$ cat src/rtl/cpu_pkg.sv
// Shared CPU encodings: opcodes, control-unit states and bus mux selects.
// The datapath muxes decode the same select values.
package cpu_pkg;

    typedef enum logic [3:0] {
        OP_NOP = 4'd0,
        OP_ADD = 4'd1,
        OP_SUB = 4'd2,
        OP_AND = 4'd3,
        OP_NOT = 4'd4,
        OP_RD  = 4'd5,
        OP_WR  = 4'd6,
        OP_BR  = 4'd7,
        OP_BRZ = 4'd8
    } opcode_e;

    typedef enum logic [3:0] {
        S_IDLE = 4'd0,
        S_FET1 = 4'd1,
        S_FET2 = 4'd2,
        S_DEC  = 4'd3,
        S_EX1  = 4'd4,
        S_RD1  = 4'd5,
        S_RD2  = 4'd6,
        S_WR1  = 4'd7,
        S_WR2  = 4'd8,
        S_BR1  = 4'd9,
        S_BR2  = 4'd10,
        S_HALT = 4'd11
    } state_e;

    typedef logic [2:0] sel1_t;
    typedef logic [1:0] sel2_t;

    localparam sel1_t SEL1_R0 = 3'd0;
    localparam sel1_t SEL1_R1 = 3'd1;
    localparam sel1_t SEL1_R2 = 3'd2;
    localparam sel1_t SEL1_R3 = 3'd3;
    localparam sel1_t SEL1_PC = 3'd4;

    localparam sel2_t SEL2_ALU  = 2'd0;
    localparam sel2_t SEL2_BUS1 = 2'd1;
    localparam sel2_t SEL2_MEM  = 2'd2;

endpackage

$ cat src/rtl/control_unit_if.sv
// Control unit <-> datapath connection: instruction/flag inputs, strobes,
// bus selects and the debug state.
interface control_unit_if
    import cpu_pkg::*;
#(
    parameter int word_size  = 8,
    parameter int state_size = 4
);
    logic [word_size-1:0]  instruction;
    logic                  zero;
    logic                  load_r0;
    logic                  load_r1;
    logic                  load_r2;
    logic                  load_r3;
    logic                  load_pc;
    logic                  inc_pc;
    logic                  load_ir;
    logic                  load_add_r;
    logic                  load_reg_y;
    logic                  load_reg_z;
    logic                  write;
    sel1_t                 sel_bus_1_mux;
    sel2_t                 sel_bus_2_mux;
    logic [state_size-1:0] state;

    modport master (
        input  instruction, zero,
        output load_r0, load_r1, load_r2, load_r3, load_pc, inc_pc, load_ir,
               load_add_r, load_reg_y, load_reg_z, write,
               sel_bus_1_mux, sel_bus_2_mux, state
    );

    modport slave (
        output instruction, zero,
        input  load_r0, load_r1, load_r2, load_r3, load_pc, inc_pc, load_ir,
               load_add_r, load_reg_y, load_reg_z, write,
               sel_bus_1_mux, sel_bus_2_mux, state
    );
endinterface

$ cat src/rtl/control_unit.sv
// Multi-cycle CPU control unit: fetch/decode/execute sequencer driving
// datapath strobes and bus selects. Outputs decode purely from state/inputs.
//   IDLE   | out of reset          FET1 | PC -> address reg
//   FET2   | mem -> IR, PC++        DEC  | decode, single-cycle ops finish here
//   EX1    | ALU result -> R[dest]  RD1/RD2 | operand addr, mem -> R[dest]
//   WR1/WR2 | operand addr, R[src] -> mem   BR1/BR2 | target fetch, mem -> PC
//   HALT   | illegal opcode, held until reset
module control_unit
    import cpu_pkg::*;
#(
    parameter int word_size  = 8,
    parameter int op_size    = 4,
    parameter int state_size = 4
) (
    input logic            clk,
    input logic            rst,
    control_unit_if.master cu
);

    logic [state_size-1:0] state_q;
    logic [state_size-1:0] state_d;
    logic [op_size-1:0]    opcode;
    logic [1:0]            src;
    logic [1:0]            dest;
    logic [3:0]            load_r;
    logic                  load_pc;
    logic                  inc_pc;
    logic                  load_ir;
    logic                  load_add_r;
    logic                  load_reg_y;
    logic                  load_reg_z;
    logic                  write;
    sel1_t                 sel1;
    sel2_t                 sel2;

    assign opcode = cu.instruction[word_size-1 -: op_size];
    assign src    = cu.instruction[3:2];
    assign dest   = cu.instruction[1:0];

    always_ff @(posedge clk or posedge rst) begin
        if (rst) begin
            state_q <= state_size'(S_IDLE);
        end else begin
            state_q <= state_d;
        end
    end

    always_comb begin
        state_d    = state_q;
        load_r     = 4'b0000;
        load_pc    = 1'b0;
        inc_pc     = 1'b0;
        load_ir    = 1'b0;
        load_add_r = 1'b0;
        load_reg_y = 1'b0;
        load_reg_z = 1'b0;
        write      = 1'b0;
        sel1       = SEL1_R0;
        sel2       = SEL2_ALU;

        case (state_q)
            state_size'(S_IDLE): begin
                state_d = state_size'(S_FET1);
            end
            state_size'(S_FET1): begin
                sel1       = SEL1_PC;
                sel2       = SEL2_BUS1;
                load_add_r = 1'b1;
                state_d    = state_size'(S_FET2);
            end
            state_size'(S_FET2): begin
                sel2    = SEL2_MEM;
                load_ir = 1'b1;
                inc_pc  = 1'b1;
                state_d = state_size'(S_DEC);
            end
            state_size'(S_DEC): begin
                case (opcode)
                    op_size'(OP_NOP): begin
                        state_d = state_size'(S_FET1);
                    end
                    op_size'(OP_ADD), op_size'(OP_SUB), op_size'(OP_AND): begin
                        sel1       = {1'b0, src};
                        sel2       = SEL2_BUS1;
                        load_reg_y = 1'b1;
                        state_d    = state_size'(S_EX1);
                    end
                    op_size'(OP_NOT): begin
                        sel1         = {1'b0, src};
                        sel2         = SEL2_ALU;
                        load_reg_z   = 1'b1;
                        load_r[dest] = 1'b1;
                        state_d      = state_size'(S_FET1);
                    end
                    op_size'(OP_RD): begin
                        sel1       = SEL1_PC;
                        sel2       = SEL2_BUS1;
                        load_add_r = 1'b1;
                        state_d    = state_size'(S_RD1);
                    end
                    op_size'(OP_WR): begin
                        sel1       = SEL1_PC;
                        sel2       = SEL2_BUS1;
                        load_add_r = 1'b1;
                        state_d    = state_size'(S_WR1);
                    end
                    op_size'(OP_BR): begin
                        sel1       = SEL1_PC;
                        sel2       = SEL2_BUS1;
                        load_add_r = 1'b1;
                        state_d    = state_size'(S_BR1);
                    end
                    op_size'(OP_BRZ): begin
                        // Not taken: step PC over the unused target byte.
                        if (cu.zero) begin
                            sel1       = SEL1_PC;
                            sel2       = SEL2_BUS1;
                            load_add_r = 1'b1;
                            state_d    = state_size'(S_BR1);
                        end else begin
                            inc_pc  = 1'b1;
                            state_d = state_size'(S_FET1);
                        end
                    end
                    default: begin
                        state_d = state_size'(S_HALT);
                    end
                endcase
            end
            state_size'(S_EX1): begin
                sel1         = {1'b0, dest};
                sel2         = SEL2_ALU;
                load_reg_z   = 1'b1;
                load_r[dest] = 1'b1;
                state_d      = state_size'(S_FET1);
            end
            state_size'(S_RD1): begin
                sel2       = SEL2_MEM;
                load_add_r = 1'b1;
                inc_pc     = 1'b1;
                state_d    = state_size'(S_RD2);
            end
            state_size'(S_RD2): begin
                sel2         = SEL2_MEM;
                load_r[dest] = 1'b1;
                state_d      = state_size'(S_FET1);
            end
            state_size'(S_WR1): begin
                sel2       = SEL2_MEM;
                load_add_r = 1'b1;
                inc_pc     = 1'b1;
                state_d    = state_size'(S_WR2);
            end
            state_size'(S_WR2): begin
                sel1    = {1'b0, src};
                write   = 1'b1;
                state_d = state_size'(S_FET1);
            end
            state_size'(S_BR1): begin
                sel2       = SEL2_MEM;
                load_add_r = 1'b1;
                state_d    = state_size'(S_BR2);
            end
            state_size'(S_BR2): begin
                sel2    = SEL2_MEM;
                load_pc = 1'b1;
                state_d = state_size'(S_FET1);
            end
            state_size'(S_HALT): begin
                state_d = state_size'(S_HALT);
            end
            default: begin
                state_d = state_size'(S_HALT);
            end
        endcase
    end

    assign cu.load_r0       = load_r[0];
    assign cu.load_r1       = load_r[1];
    assign cu.load_r2       = load_r[2];
    assign cu.load_r3       = load_r[3];
    assign cu.load_pc       = load_pc;
    assign cu.inc_pc        = inc_pc;
    assign cu.load_ir       = load_ir;
    assign cu.load_add_r    = load_add_r;
    assign cu.load_reg_y    = load_reg_y;
    assign cu.load_reg_z    = load_reg_z;
    assign cu.write         = write;
    assign cu.sel_bus_1_mux = sel1;
    assign cu.sel_bus_2_mux = sel2;
    assign cu.state         = state_q;

endmodule

$ cat src/flat_wrapper.sv
// flat-port wrapper written by rule: the top's interface ports become plain ports
module control_unit_flat import cpu_pkg::*;
#(
    parameter int word_size  = 8,
    parameter int op_size    = 4,
    parameter int state_size = 4
)
  (clk, rst, cu_instruction, cu_zero, cu_load_r0, cu_load_r1, cu_load_r2, cu_load_r3, cu_load_pc, cu_inc_pc, cu_load_ir, cu_load_add_r, cu_load_reg_y, cu_load_reg_z, cu_write, cu_sel_bus_1_mux, cu_sel_bus_2_mux, cu_state);
  control_unit_if #(.word_size(word_size), .state_size(state_size)) cu_i ();
  input logic clk;
  input logic rst;
  input wire logic [$bits(cu_i.instruction)-1:0] cu_instruction;
  input wire logic [$bits(cu_i.zero)-1:0] cu_zero;
  output wire logic [$bits(cu_i.load_r0)-1:0] cu_load_r0;
  output wire logic [$bits(cu_i.load_r1)-1:0] cu_load_r1;
  output wire logic [$bits(cu_i.load_r2)-1:0] cu_load_r2;
  output wire logic [$bits(cu_i.load_r3)-1:0] cu_load_r3;
  output wire logic [$bits(cu_i.load_pc)-1:0] cu_load_pc;
  output wire logic [$bits(cu_i.inc_pc)-1:0] cu_inc_pc;
  output wire logic [$bits(cu_i.load_ir)-1:0] cu_load_ir;
  output wire logic [$bits(cu_i.load_add_r)-1:0] cu_load_add_r;
  output wire logic [$bits(cu_i.load_reg_y)-1:0] cu_load_reg_y;
  output wire logic [$bits(cu_i.load_reg_z)-1:0] cu_load_reg_z;
  output wire logic [$bits(cu_i.write)-1:0] cu_write;
  output wire logic [$bits(cu_i.sel_bus_1_mux)-1:0] cu_sel_bus_1_mux;
  output wire logic [$bits(cu_i.sel_bus_2_mux)-1:0] cu_sel_bus_2_mux;
  output wire logic [$bits(cu_i.state)-1:0] cu_state;
  assign cu_i.instruction = cu_instruction;
  assign cu_i.zero = cu_zero;
  assign cu_load_r0 = cu_i.load_r0;
  assign cu_load_r1 = cu_i.load_r1;
  assign cu_load_r2 = cu_i.load_r2;
  assign cu_load_r3 = cu_i.load_r3;
  assign cu_load_pc = cu_i.load_pc;
  assign cu_inc_pc = cu_i.inc_pc;
  assign cu_load_ir = cu_i.load_ir;
  assign cu_load_add_r = cu_i.load_add_r;
  assign cu_load_reg_y = cu_i.load_reg_y;
  assign cu_load_reg_z = cu_i.load_reg_z;
  assign cu_write = cu_i.write;
  assign cu_sel_bus_1_mux = cu_i.sel_bus_1_mux;
  assign cu_sel_bus_2_mux = cu_i.sel_bus_2_mux;
  assign cu_state = cu_i.state;
  control_unit #(.word_size(word_size), .op_size(op_size), .state_size(state_size)) u_core (.clk(clk), .rst(rst), .cu(cu_i));
endmodule
$ cat config.mk
export PLATFORM = sky130hd
export DESIGN_NAME = control_unit_flat
export DESIGN_NICKNAME = d
export VERILOG_FILES = /design/src/rtl/cpu_pkg.sv /design/src/rtl/control_unit_if.sv /design/src/rtl/control_unit.sv /design/src/flat_wrapper.sv
export SDC_FILE = /design/constraint.sdc
export NUM_CORES = 1
export LEC_CHECK = 0
export CAP_MARGIN = 20
export CORE_MARGIN = 10
export CORE_UTILIZATION = 40
export DETAILED_ROUTE_END_ITERATION = 6
export GPL_TIMING_DRIVEN = 0
export PLACE_DENSITY = 0.83
export RECOVER_POWER = 50
export REMOVE_ABC_BUFFERS = 1
export SLEW_MARGIN = 20
export SYNTH_ARGS = -nofsm -noshare
export SYNTH_HDL_FRONTEND = slang
export SYNTH_SLANG_ARGS = --single-unit
$ cat constraint.sdc
create_clock -name clk -period 2.4 [get_ports clk]
set_input_delay 0.48 -clock clk [delete_from_list [all_inputs] [get_ports clk]]
set_output_delay 0.48 -clock clk [all_outputs]
set_load 0.05 [all_outputs]
==> results.toml <==
[run_status]
status = "finished clean"

[pwr]
vdd_ir_drop_max_uv = 178
powerDensity_nw_per_um2 = 236
p_leak_nw = 0.344
power_uw = 204

[synth]
syn_area_per_cell_sq_um = 7.52
ys_ff_latch = 4
async_flop_share = 1.00
synth.area.top_cells = "dfrtp_1 18%, nor2b_1 6.7%, nand2_1 4.7%"
syn-cell-area_sq_um = 564
synth_most_common_cell = "nand2_1"
yosysSeqAreaShare = 0.177
synth_warnings = 0
yosysTopAreaCellShare = 0.177
synthFlopType = "dfrtp_1"
yosysTopAreaCell = "dfrtp_1"
synthTopCellsByCount = "7 x nand2_1, 6 x nor2b_1, 4 x a21oi_1, 4 x dfrtp_1, 4 x inv_1"
synth_cells = 75
synth_edf_count = 0
synth_cell_types = 40

[floorplanning]
coreArea_sq_um = 1320
die_h_microns = 57.6
rows = 13
die_width_microns = 57.6
start_util = 0.428
pin_count = 31
dieArea_sq_um = 3310

[grt]
grt_pass1_wl_microns = 3190
grt_max_degree = 19
globalRouteOverflowTotal = 0
antenna_found_initial = 0
grt_pass1_vias = 688
grt_usage = 0.117

[timing]
slew_violations = 0
period_share = 0.968
final_hold_viol_count = 0
tightest_slew_ns = 0.517
setup_ws_ns = 0.0768
finalSetupViolCount = 0
max_freq_mhz = 430
slew_headroom = 0.654
skew_ns = 0.00264
period_needed_ns = 2.32
rsz0062_at_grt = "yes"

[setup_path]
critPathTopFamily = "buffers and inverters"
crit_fanout = 7
crit_slowest_cell = "clkdlybuf4s15_1"
cp-end-kind = "output port"
cp.arrival_ns = 1.84
crit_buf_inv = 2
cp.required_ns = 1.92
crit_type = "in2out"
path_cells = "dlygate4sd2_1 -> nor2_4 -> nand4_1 -> a21oi_1 -> clkdlybuf4s15_1"
start_kind = "input pin"
slowest_delay_ns = 0.53

[finish]
nets = 115
largest_register_ffs = 4
fin_cells = 117
regArea_sq_um = 105
fillers = 126
area_delta_synth_final_pct = 53.2
antenna_cells = 0
layout-drive-gt1-share = 0.245
multi_input_area_sq_um = 448

[cts]
cts_root_buf = "clkbuf_4"
cts_buffers = 3
htreeDepth = 1
post_cts_buffers = 0
insertion_delay_ns = 0.24
cts.sinks = 4
clk_pin_slew_ns = 0.04
cts_tree = "done"
clockBufferDepth = 2

[detailed_routing]
first_pass_iters = 5
drt_iter0_drc = 21
wl_microns = 2010
drc = 0
antenna_left = 0
wl_per_cell_microns = 17.1
vias_per_cell = 6.27
vias = 734

[placed_design]
routabilityCongestion = 0.857
dpl.hpwl_microns = 1500
pre_cts_slack_ns = -0.875
placed_cells = 114
io_buffers = 30

[flow_run]
max_cap_violations = 0

[min_path]
min_path_type = "in2async"
-- per-stage QoR --
step	hold WS, ns	util	area, sq um	TNS, ns
2_1_floorplan	0.246	-	531	-4.37
3_3_place_gp	0.664	0.645	850	-8.48
3_5_place_dp	0.676	0.645	850	-8.58
4_1_cts	0.426	0.677	892	0
5_1_grt	0.570	0.656	865	-0.0129
6_report	0.563	0.656	865	0
-- per-layer routing --
metal | vias up | wire length [microns] | global-route usage
met5 | - | 0 | 0
met3 | 5 | 177 | 0.0354
li1 | 346 | - | -
met4 | 0 | 47 | 0.0705
met1 | 342 | 789 | 0.127
met2 | 41 | 991 | 0.193
-- cell type report --
| type | instances | area share |
|---|---|---|
| flip-flops and latches | 4 | 0.122 |
| clock buffers | 3 | 0.0260 |
| inverters | 4 | 0.0174 |
| multi-input cells | 61 | 0.518 |
| well taps | 15 | 0.0217 |
| repair buffers | 30 | 0.295 |
-- cells in the final DEF (no fill, tap or decap), types with 2 or more instances in the layout --
cell type,synthesis,layout
dlygate4sd3_1,0,4
clkbuf_4,0,3
nor4b_1,3,2
buf_2,3,6
a32o_1,2,2
o21a_1,3,3
clkdlybuf4s50_1,0,6
dfrtp_2,0,4
nor2b_1,6,5
o21ai_0,3,3
buf_4,0,2
a22o_1,2,2
clkdlybuf4s15_2,0,3
dlygate4sd2_1,0,7
inv_1,4,4
a21oi_1,4,4
and3_1,2,2
nand2_1,7,7
nor3b_1,2,2
-- worst paths after layout --
| check | startpoint | to | depth (start not counted) | slack [ns] |
|---|---|---|---|---|
| min in group clk | u_core.cu.state[3] | u_core.cu.state[2] | 1 | 0.62 |
| hold / removal | rst | u_core.cu.state[2] | 2 | 0.56 |
| hold reg to reg | u_core.cu.state[3] | u_core.cu.state[2] | 1 | 0.62 |
| setup reg to reg | u_core.cu.state[2] | u_core.cu.state[2] | 3 | 0.95 |
| max in group asynchronous | rst | u_core.cu.state[0] | 2 | 1.67 |
| setup / recovery | cu_instruction[4] | cu_load_reg_z | 5 | 0.08 |
-- power by group --
part	switching, mW	internal (mW)
sequential	0	0.0678
clock	0.0311	0.0562
combinational	0.0239	0.0251
total	0.0550	0.149
-- kinds of logic after synthesis --
family,share of synthesized area
AOI/OAI and AO/OA,0.344
xor gates and xnor gates,0.0155
buffers and inverters,0.0865
DFF,0.177
and+or+nand+nor,0.377
-- timing repair --
| item | in CTS | in global routing |
|---|---|---|
| setup endpoints to repair | 16 | 12 |
| gates resized for setup | 58 | 21 |
| hold buffers | 0 | 0 |
(Power assumes the default switching activity.)
